File: config.mk
export PLATFORM = sky130hd
export DESIGN_NAME = mult_div_ctrl
export DESIGN_NICKNAME = d
export VERILOG_FILES = /design/src/rtl/mult_div_ctrl.sv
export SDC_FILE = /design/constraint.sdc
export NUM_CORES = 1
export LEC_CHECK = 0
export BUFFER_PORTS_ARGS = -buffer_cell sky130_fd_sc_hd__buf_2
export CORE_UTILIZATION = 55
export DETAILED_ROUTE_END_ITERATION = 10
export PLACE_DENSITY_LB_ADDON = 0.3
export RECOVER_POWER = 25
export SLEW_MARGIN = 20
export SYNTH_ARGS = -nofsm -noshare
export SYNTH_HDL_FRONTEND = slang
export SYNTH_SLANG_ARGS = --single-unit
File: constraint.sdc
create_clock -name clk -period 5.6 [get_ports clk]
set_clock_uncertainty 0.05 [all_clocks]
set_input_delay 0.28 -clock clk [delete_from_list [all_inputs] [get_ports clk]]
set_output_delay 0.28 -clock clk [all_outputs]
set_load 0.005 [all_outputs]
File: src/rtl/mult_div_ctrl.sv
// mult_div_ctrl: EX-stage multiply/divide sequencer.
// Iterative shift-add multiplier (32 cycles) and restoring divider
// (32 cycles); result is {hi, lo} = product or {remainder, quotient}.
// Optional build macro: MULT_DIV_FAST_MULT_EN selects a single-cycle
// multiplier instead of the shift-add sequence (divide stays iterative).
module mult_div_ctrl #(
  parameter logic [5:0] FUNCT_MULT  = 6'h18,
  parameter logic [5:0] FUNCT_MULTU = 6'h19,
  parameter logic [5:0] FUNCT_DIV   = 6'h1A,
  parameter logic [5:0] FUNCT_DIVU  = 6'h1B
) (
  input  logic        clk,
  input  logic        rst_n,
  input  logic        flush,
  input  logic [5:0]  funct,
  input  logic [31:0] operand_1,
  input  logic [31:0] operand_2,
  output logic        busy,
  output logic        done,
  output logic [63:0] result
);

  typedef enum logic [1:0] {S_IDLE, S_MUL, S_DIV, S_DONE} state_t;

  state_t      state;
  logic [5:0]  cnt;
  logic        neg_q;   // product / quotient gets negated
  logic        neg_r;   // remainder takes negative dividend sign
  logic [31:0] abs_a;
  logic [31:0] abs_b;
  logic [32:0] rem;
  logic [31:0] quo;

  // decode of the instruction sitting in EX
  logic        is_mul, is_div, is_sgn, start, div0;
  logic [31:0] in_a, in_b;
  logic        neg_q_in, neg_r_in;

  assign is_mul   = (funct == FUNCT_MULT) || (funct == FUNCT_MULTU);
  assign is_div   = (funct == FUNCT_DIV)  || (funct == FUNCT_DIVU);
  assign is_sgn   = (funct == FUNCT_MULT) || (funct == FUNCT_DIV);
  assign start    = (state == S_IDLE) && (is_mul || is_div) && !flush;
  assign div0     = is_div && (operand_2 == 32'd0);
  // 0x8000_0000 maps onto itself, which is the correct unsigned magnitude
  assign in_a     = (is_sgn && operand_1[31]) ? (~operand_1 + 32'd1) : operand_1;
  assign in_b     = (is_sgn && operand_2[31]) ? (~operand_2 + 32'd1) : operand_2;
  assign neg_q_in = is_sgn && (operand_1[31] ^ operand_2[31]);
  assign neg_r_in = is_sgn && operand_1[31];

  // one restoring-division step: shift in the next dividend bit, trial subtract
  logic [33:0] div_shift, div_trial;
  logic        div_ok;
  logic [32:0] rem_nxt;
  logic [31:0] quo_nxt;
  logic [63:0] div_res;

  assign div_shift = {rem, quo[31]};
  assign div_trial = div_shift - {2'b00, abs_b};
  assign div_ok    = ~div_trial[33];
  assign rem_nxt   = div_ok ? div_trial[32:0] : div_shift[32:0];
  assign quo_nxt   = {quo[30:0], div_ok};
  assign div_res   = {(neg_r ? (~rem_nxt[31:0] + 32'd1) : rem_nxt[31:0]),
                      (neg_q ? (~quo_nxt + 32'd1) : quo_nxt)};

`ifdef MULT_DIV_FAST_MULT_EN
  // full product straight from the operand magnitudes
  logic [63:0] fast_prod, fast_res;
  assign fast_prod = {32'd0, in_a} * {32'd0, in_b};
  assign fast_res  = neg_q_in ? (~fast_prod + 64'd1) : fast_prod;
`else
  // shift-add step: hi half accumulates, multiplier drains out of lo half
  logic [63:0] prod;
  logic [32:0] mul_sum;
  logic [63:0] prod_nxt, mul_res;
  assign mul_sum  = {1'b0, prod[63:32]} + (prod[0] ? {1'b0, abs_a} : 33'd0);
  assign prod_nxt = {mul_sum, prod[31:1]};
  assign mul_res  = neg_q ? (~prod_nxt + 64'd1) : prod_nxt;
`endif

  // sequencing FSM with registered busy/done/result
  always_ff @(posedge clk or negedge rst_n) begin
    if (!rst_n) begin
      state  <= S_IDLE;
      cnt    <= 6'd0;
      neg_q  <= 1'b0;
      neg_r  <= 1'b0;
      abs_a  <= 32'd0;
      abs_b  <= 32'd0;
      rem    <= 33'd0;
      quo    <= 32'd0;
`ifndef MULT_DIV_FAST_MULT_EN
      prod   <= 64'd0;
`endif
      busy   <= 1'b0;
      done   <= 1'b0;
      result <= 64'd0;
    end else begin
      done <= 1'b0;
      if (flush) begin
        state <= S_IDLE;
        busy  <= 1'b0;
      end else begin
        unique case (state)
          S_IDLE: if (start) begin
            neg_q <= neg_q_in;
            neg_r <= neg_r_in;
            abs_a <= in_a;
            abs_b <= in_b;
            quo   <= in_a;
            rem   <= 33'd0;
`ifndef MULT_DIV_FAST_MULT_EN
            prod  <= {32'd0, in_b};
`endif
            cnt   <= 6'd0;
            if (div0) begin
              // divide by zero: dividend in hi, all-ones quotient, no iteration
              state  <= S_DONE;
              done   <= 1'b1;
              result <= {operand_1, 32'hFFFF_FFFF};
            end else if (is_mul) begin
`ifdef MULT_DIV_FAST_MULT_EN
              state  <= S_DONE;
              done   <= 1'b1;
              result <= fast_res;
`else
              state  <= S_MUL;
              busy   <= 1'b1;
`endif
            end else begin
              state <= S_DIV;
              busy  <= 1'b1;
            end
          end
`ifndef MULT_DIV_FAST_MULT_EN
          S_MUL: begin
            prod <= prod_nxt;
            cnt  <= cnt + 6'd1;
            if (cnt == 6'd31) begin
              state  <= S_DONE;
              busy   <= 1'b0;
              done   <= 1'b1;
              result <= mul_res;
            end
          end
`endif
          S_DIV: begin
            rem <= rem_nxt;
            quo <= quo_nxt;
            cnt <= cnt + 6'd1;
            if (cnt == 6'd31) begin
              state  <= S_DONE;
              busy   <= 1'b0;
              done   <= 1'b1;
              result <= div_res;
            end
          end
          S_DONE:  state <= S_IDLE;
          default: state <= S_IDLE;
        endcase
      end
    end
  end

endmodule
-- Word level (Yosys, flattened, before mapping)
Cells that the tools add are included.
- flip-flop bits (word level): 269
- input port bits: 73
- output and inout bits: 66
- add/sub/neg operators: 8
- equality and inequality tests: 15
- multiplexer cells: 36
- bitwise operators: 8
- reduce and logical (&&, ||, !) cells: 26
- operator list (cell ; count):
    64-bit two-way mux ; 6
    32-bit two-way mux ; 6
    64-bit case mux with 3 select lines ; 1
    32-bit by 1-bit adder with 32-bit output (second input constant) ; 4
    32-bit NOT ; 4
    64-bit case mux with 2 select lines ; 1
    33-bit two-way mux ; 2
    33-bit case mux with 2 select lines ; 1
    64-bit by 1-bit adder with 64-bit output (second input constant) ; 1
    64-bit NOT ; 1
    32-bit case mux with 2 select lines ; 1
    34-bit by 32-bit subtractor with 34-bit output ; 1
    32-bit by 32-bit adder with 33-bit output ; 1
    32-bit logical NOT ; 1
    6-bit by 5-bit == test with 1-bit output (second input constant) ; 5
    6-bit case mux with 2 select lines ; 1
    3-bit AND reduction ; 4
    2-bit two-way mux ; 5
    1-bit two-way mux ; 8
    2-bit != test (second input constant) ; 4
    6-bit by 1-bit adder with 6-bit output (second input constant) ; 1
    1-bit logical AND ; 6
    6-bit two-way mux ; 1
    3-bit != test (second input constant) ; 2
    16 further kinds ; 25

-- Longest topological paths before layout
- depth in word-level cells: 8
- gate-level depth with buffers: 23
- mapped depth without buffers: 20

-- Worst setup path before layout
Ideal clock, no wire load.
- kind: flip-flop to flip-flop
- start point: register rem[1]
- end point: register result[58]
- setup time: 0.082 ns
- data arrival time: 5.122 ns
- required time: 5.468 ns
- slack: 0.346 ns
- cell stages (with the launch flop): 21
- cells stage by stage: dfrtp_1 > ha_1 > o211a_1 > a21boi_1 > o2111ai_1 > nand3_1 > a21oi_2 > nor2_2 > inv_2 > clkbuf_1 > clkbuf_1 > mux2i_1 > ha_1 > inv_1 > nor4b_1 > a31oi_1 > or4_1 > or3b_1 > a211o_1 > and2_1 > a31oi_1
- cells in the longest elaborated chain, start to end: 7
- ends and longest elaborated chain (what ; line ; RTL):
    start, declared ; 31 ; logic [32:0] rem;
    start signal, assigned ; 147 ; rem <= rem_nxt;
    34-bit by 32-bit subtractor with 34-bit output ; 58 ; assign div_trial = div_shift - {2'b00, abs_b};
    33-bit two-way mux * ; 60 ; assign rem_nxt = div_ok ? div_trial[32:0] : div_shift[32:0];
    32-bit NOT ; 62 ; assign div_res = {(neg_r ? (~rem_nxt[31:0] + 32'd1) : rem_nxt[31:0]),
    32-bit by 1-bit adder with 32-bit output ; 62 ;
    32-bit two-way mux * ; 62 ;
    64-bit two-way mux * ; 150 ; if (cnt == 6'd31) begin
    64-bit case mux with 3 select lines * ; 103 ; unique case (state)
    end signal, assigned ; 119 ; result <= {operand_1, 32'hFFFF_FFFF};
    end signal, assigned ; 142 ; result <= mul_res;
    end signal, assigned ; 154 ; result <= div_res;
    end, declared ; 20 ; output logic [63:0] result
Mark *: on every way between the ends. The rest lies on a longest branch, timed or not. The select of a mux whose other input is x is not followed.
A chain may end at the register's enable or synchronous reset.

-- Worst setup path in the final report
- start point: register rem[17]
- end point: register result[58]
The elaborated chain is that of the path after synthesis.

==> results.cfg <==
[cts]
cts_setup_buffers = 0
cts_max_level = 2
cts_root_buf = clkbuf_16
cts_buffers = 35
clock-sinks = 269
clkTransAtPathRegs_ns = 0.06
clk_latency_ns = 0.56
cts_max_path_buffers = 3
cts_tree = yes

[pwr]
power_switching_uw = 5090
seqPwrFrac = 0.298
p_sw_frac = 0.460
intPower_uw = 5970
p_leak_uw = 0.00966
p_clk_frac = 0.211
ir_drop_mv = 0.243
p_total_uw = 11100
powerDensity_mw_per_mm2 = 493
combPwrFrac = 0.491

[sta]
fin_crit_sh = 0.940
tns_ns = 0
whs_ns = 0.0221
max_clock_freq_mhz = 190
finalSetupViolations = 0
slew_headroom = -0.920
fin_crit_ns = 5.26
hold_viol = 0
worst_pin_slew_ns = 2.88
rsz0062_at_grt = no
drv_slew = 106
fin_ws_ns = 0.337

[global_routing]
grtUsageMet3 = 0.0619
antenna_found_initial = 1
grt_pass1_wl_mm = 109
use_met2 = 0.588
grt.busiest_layer = met2
grt_usage = 0.372
grt_max_degree = 106
grt_overflow = 0
grt_pass1_vias = 19300
grt_use_met1 = 0.493

[placement]
place_congestion = 1.01
dp_hpwl_mm = 52.7
dp_cells = 3026
post-place-ws_ns = 0.372
io_buffers = 138

[setup_path]
worstPathRequired_ns = 6.03
worstPathCellList = ha_1 -> a211oi_1 -> o211ai_1 -> a31oi_1 -> o221ai_1 -> a41o_1 -> nor2_4 -> inv_2 -> mux2i_1 -> ha_1 -> inv_1 -> nor4b_1 -> a31oi_1 -> or4_1 -> or3b_1 -> a211o_1 -> and2_1 -> a31oi_1
cp_common_cell = a31oi_1
cp_slowest_cell = or4_1
endpoint_kind = register
crit_path_start = rem[17]$_DFFE_PN0P_
reg2reg_depth = 18
cp-start-kind = register
worstPathArrival_ns = 5.69
path_class = register to register
path_max_fanout = 10
rr_startpoint = rem[17]$_DFFE_PN0P_
max_stage_delay_ns = 0.57

[yosys]
syn_area_per_cell_um2 = 8.00
synth-main-ff-cell = dfrtp_1
syn-cell-area_mm2 = 0.0203
synth_edf_count = 0
ys_ff_latch = 269
synth.most_common_cell = nand2_1
yosysSeqAreaShare = 0.331
ys_warn_count = 0
synth.distinct_cells = 93
synth_top_cell_by_area = dfrtp_1
synth_commonest_cells = 335 x nand2_1, 273 x o21ai_0, 269 x dfrtp_1
synth-async-reset-ratio = 1.00
synth_nets = 2693
synth_cells = 2543
netlist.area_leader.share = 0.331
synth.area.top_cells = dfrtp_1 33%, o21ai_0 6.7%, xnor2_1 6.5%, nand2_1 6.2%, ha_1 4.6%

[floorplanning]
pin_count = 139
core_area_mm2 = 0.0365
dieArea_mm2 = 0.0377
dieHeight_um = 194
rows = 70
initial_core_util = 0.557
fp.dieW_um = 194

[flow_run]
maxCapViolations = 1

[hold_path]
min_from = operand_1[11]
hp-class = primary input to register
whs_path_depth = 3

[route]
first_pass_iters = 6
ant_nets = 0
vias = 20300
vias_per_cell = 6.57
drt_iter0_drc = 2043
wl_per_cell_um = 22.9
drc = 0
totalWireLength_mm = 70.8

[status]
violations = capacitance limit, slew limit
outcome = complete, but fails checks

[cells_and_area]
final_nets = 2749
syn_to_final_growth_pct = 10.5
drive_gt1_frac = 0.0950
stdcell_count = 3090
-- area by class of cell --
type / count / area (um2)
fill: 3337 / 14100
clock buffer: 47 / 981
antenna: 1 / 2.50
sequential: 269 / 6730
timing repair buffer: 167 / 891
multi-input combinational: 2038 / 12800
inverter: 88 / 330
clock inverter: 12 / 170
tap: 468 / 586
-- critical path: cells and delay by family (launching register included) --
family	cells	cell delay, ns
fa+ha+maj	2	0.57
flops	1	0.47
simple gates	5	1.57
buf+inv	2	0.17
compound gates	8	2.09
mux	1	0.26
-- metal layers --
metal / share of wire / up-vias
met1: 0.41 / 9770
met4: 0.054 / 0
met5: 0 / -
met2: 0.45 / 1028
met3: 0.083 / 206
li1: - / 9289
-- final timing paths --
kind                                     endpoint  slack (ns)
min in group asynchronous    abs_a[5]$_DFFE_PN0P_        1.11
min reg2reg                  abs_a[6]$_DFFE_PN0P_        0.42
min                        result[43]$_DFFE_PN0P_        0.02
max in group asynchronous       neg_q$_DFFE_PN0P_        2.27
max                        result[58]$_DFFE_PN0P_        0.34
max reg2reg                result[58]$_DFFE_PN0P_        0.34
-- power groups by stage --
stage | sequential (uW) | clock [uW] | combinational (uW)
2_1_floorplan | 3070 | 0 | 3730
3_3_place_gp | 3270 | 0 | 5180
3_5_place_dp | 3300 | 0 | 5280
4_1_cts | 3270 | 2360 | 5320
5_1_grt | 3370 | 2420 | 5900
6_report | 3300 | 2330 | 5430
-- cell families (layout without fill, tap and decap cells) --
family,after synthesis,after routing,share of synthesized area
other,0,1,0
buffers and inverters,236,314,0.0439
flip-flops,269,269,0.331
XOR/XNOR,216,216,0.0930
multiplexers,37,37,0.0188
AND/OR/NAND/NOR,859,859,0.200
adder cells (fa/ha/maj),77,77,0.0481
AO/OA/AOI/OAI,849,849,0.265
-- cells in the final DEF (no fill, tap or decap), types with 32 or more instances in the layout --
master     netlist  final
nand2_1        335    335
o21ai_0        273    273
dfrtp_1        269    268
nor2_1         198    197
a21oi_1        181    180
xnor2_1        150    150
buf_2            6    115
inv_1           83     83
ha_1            75     72
xor2_1          66     66
nor3_1          65     65
o31ai_1         62     62
and2_1          47     47
a22oi_1         41     41
nand3_1         41     40
clkbuf_16        0     35
a221oi_1        32     32
-- registers in the layout, indices dropped and copies added (netlist names), 2 cells and up --
register and count:
state 2, cnt 6, abs_a 32, abs_b 32
prod 64, result 64, rem 33, quo 32
-- stage by stage --
step	cell area [um2]	util
3_5_place_dp	21300	0.583
5_1_grt	22500	0.615
3_3_place_gp	21300	0.583
6_report	22500	0.615
2_1_floorplan	20300	-
4_1_cts	22500	0.616
-- timing repair --
item	4_1_cts	5_1_grt
hold buffers	4	0
endpoints found under the setup margin	0	1
endpoints found under the hold margin	107	0
resized for setup	0	2
No activity file was read; power rests on OpenSTA's default activity.
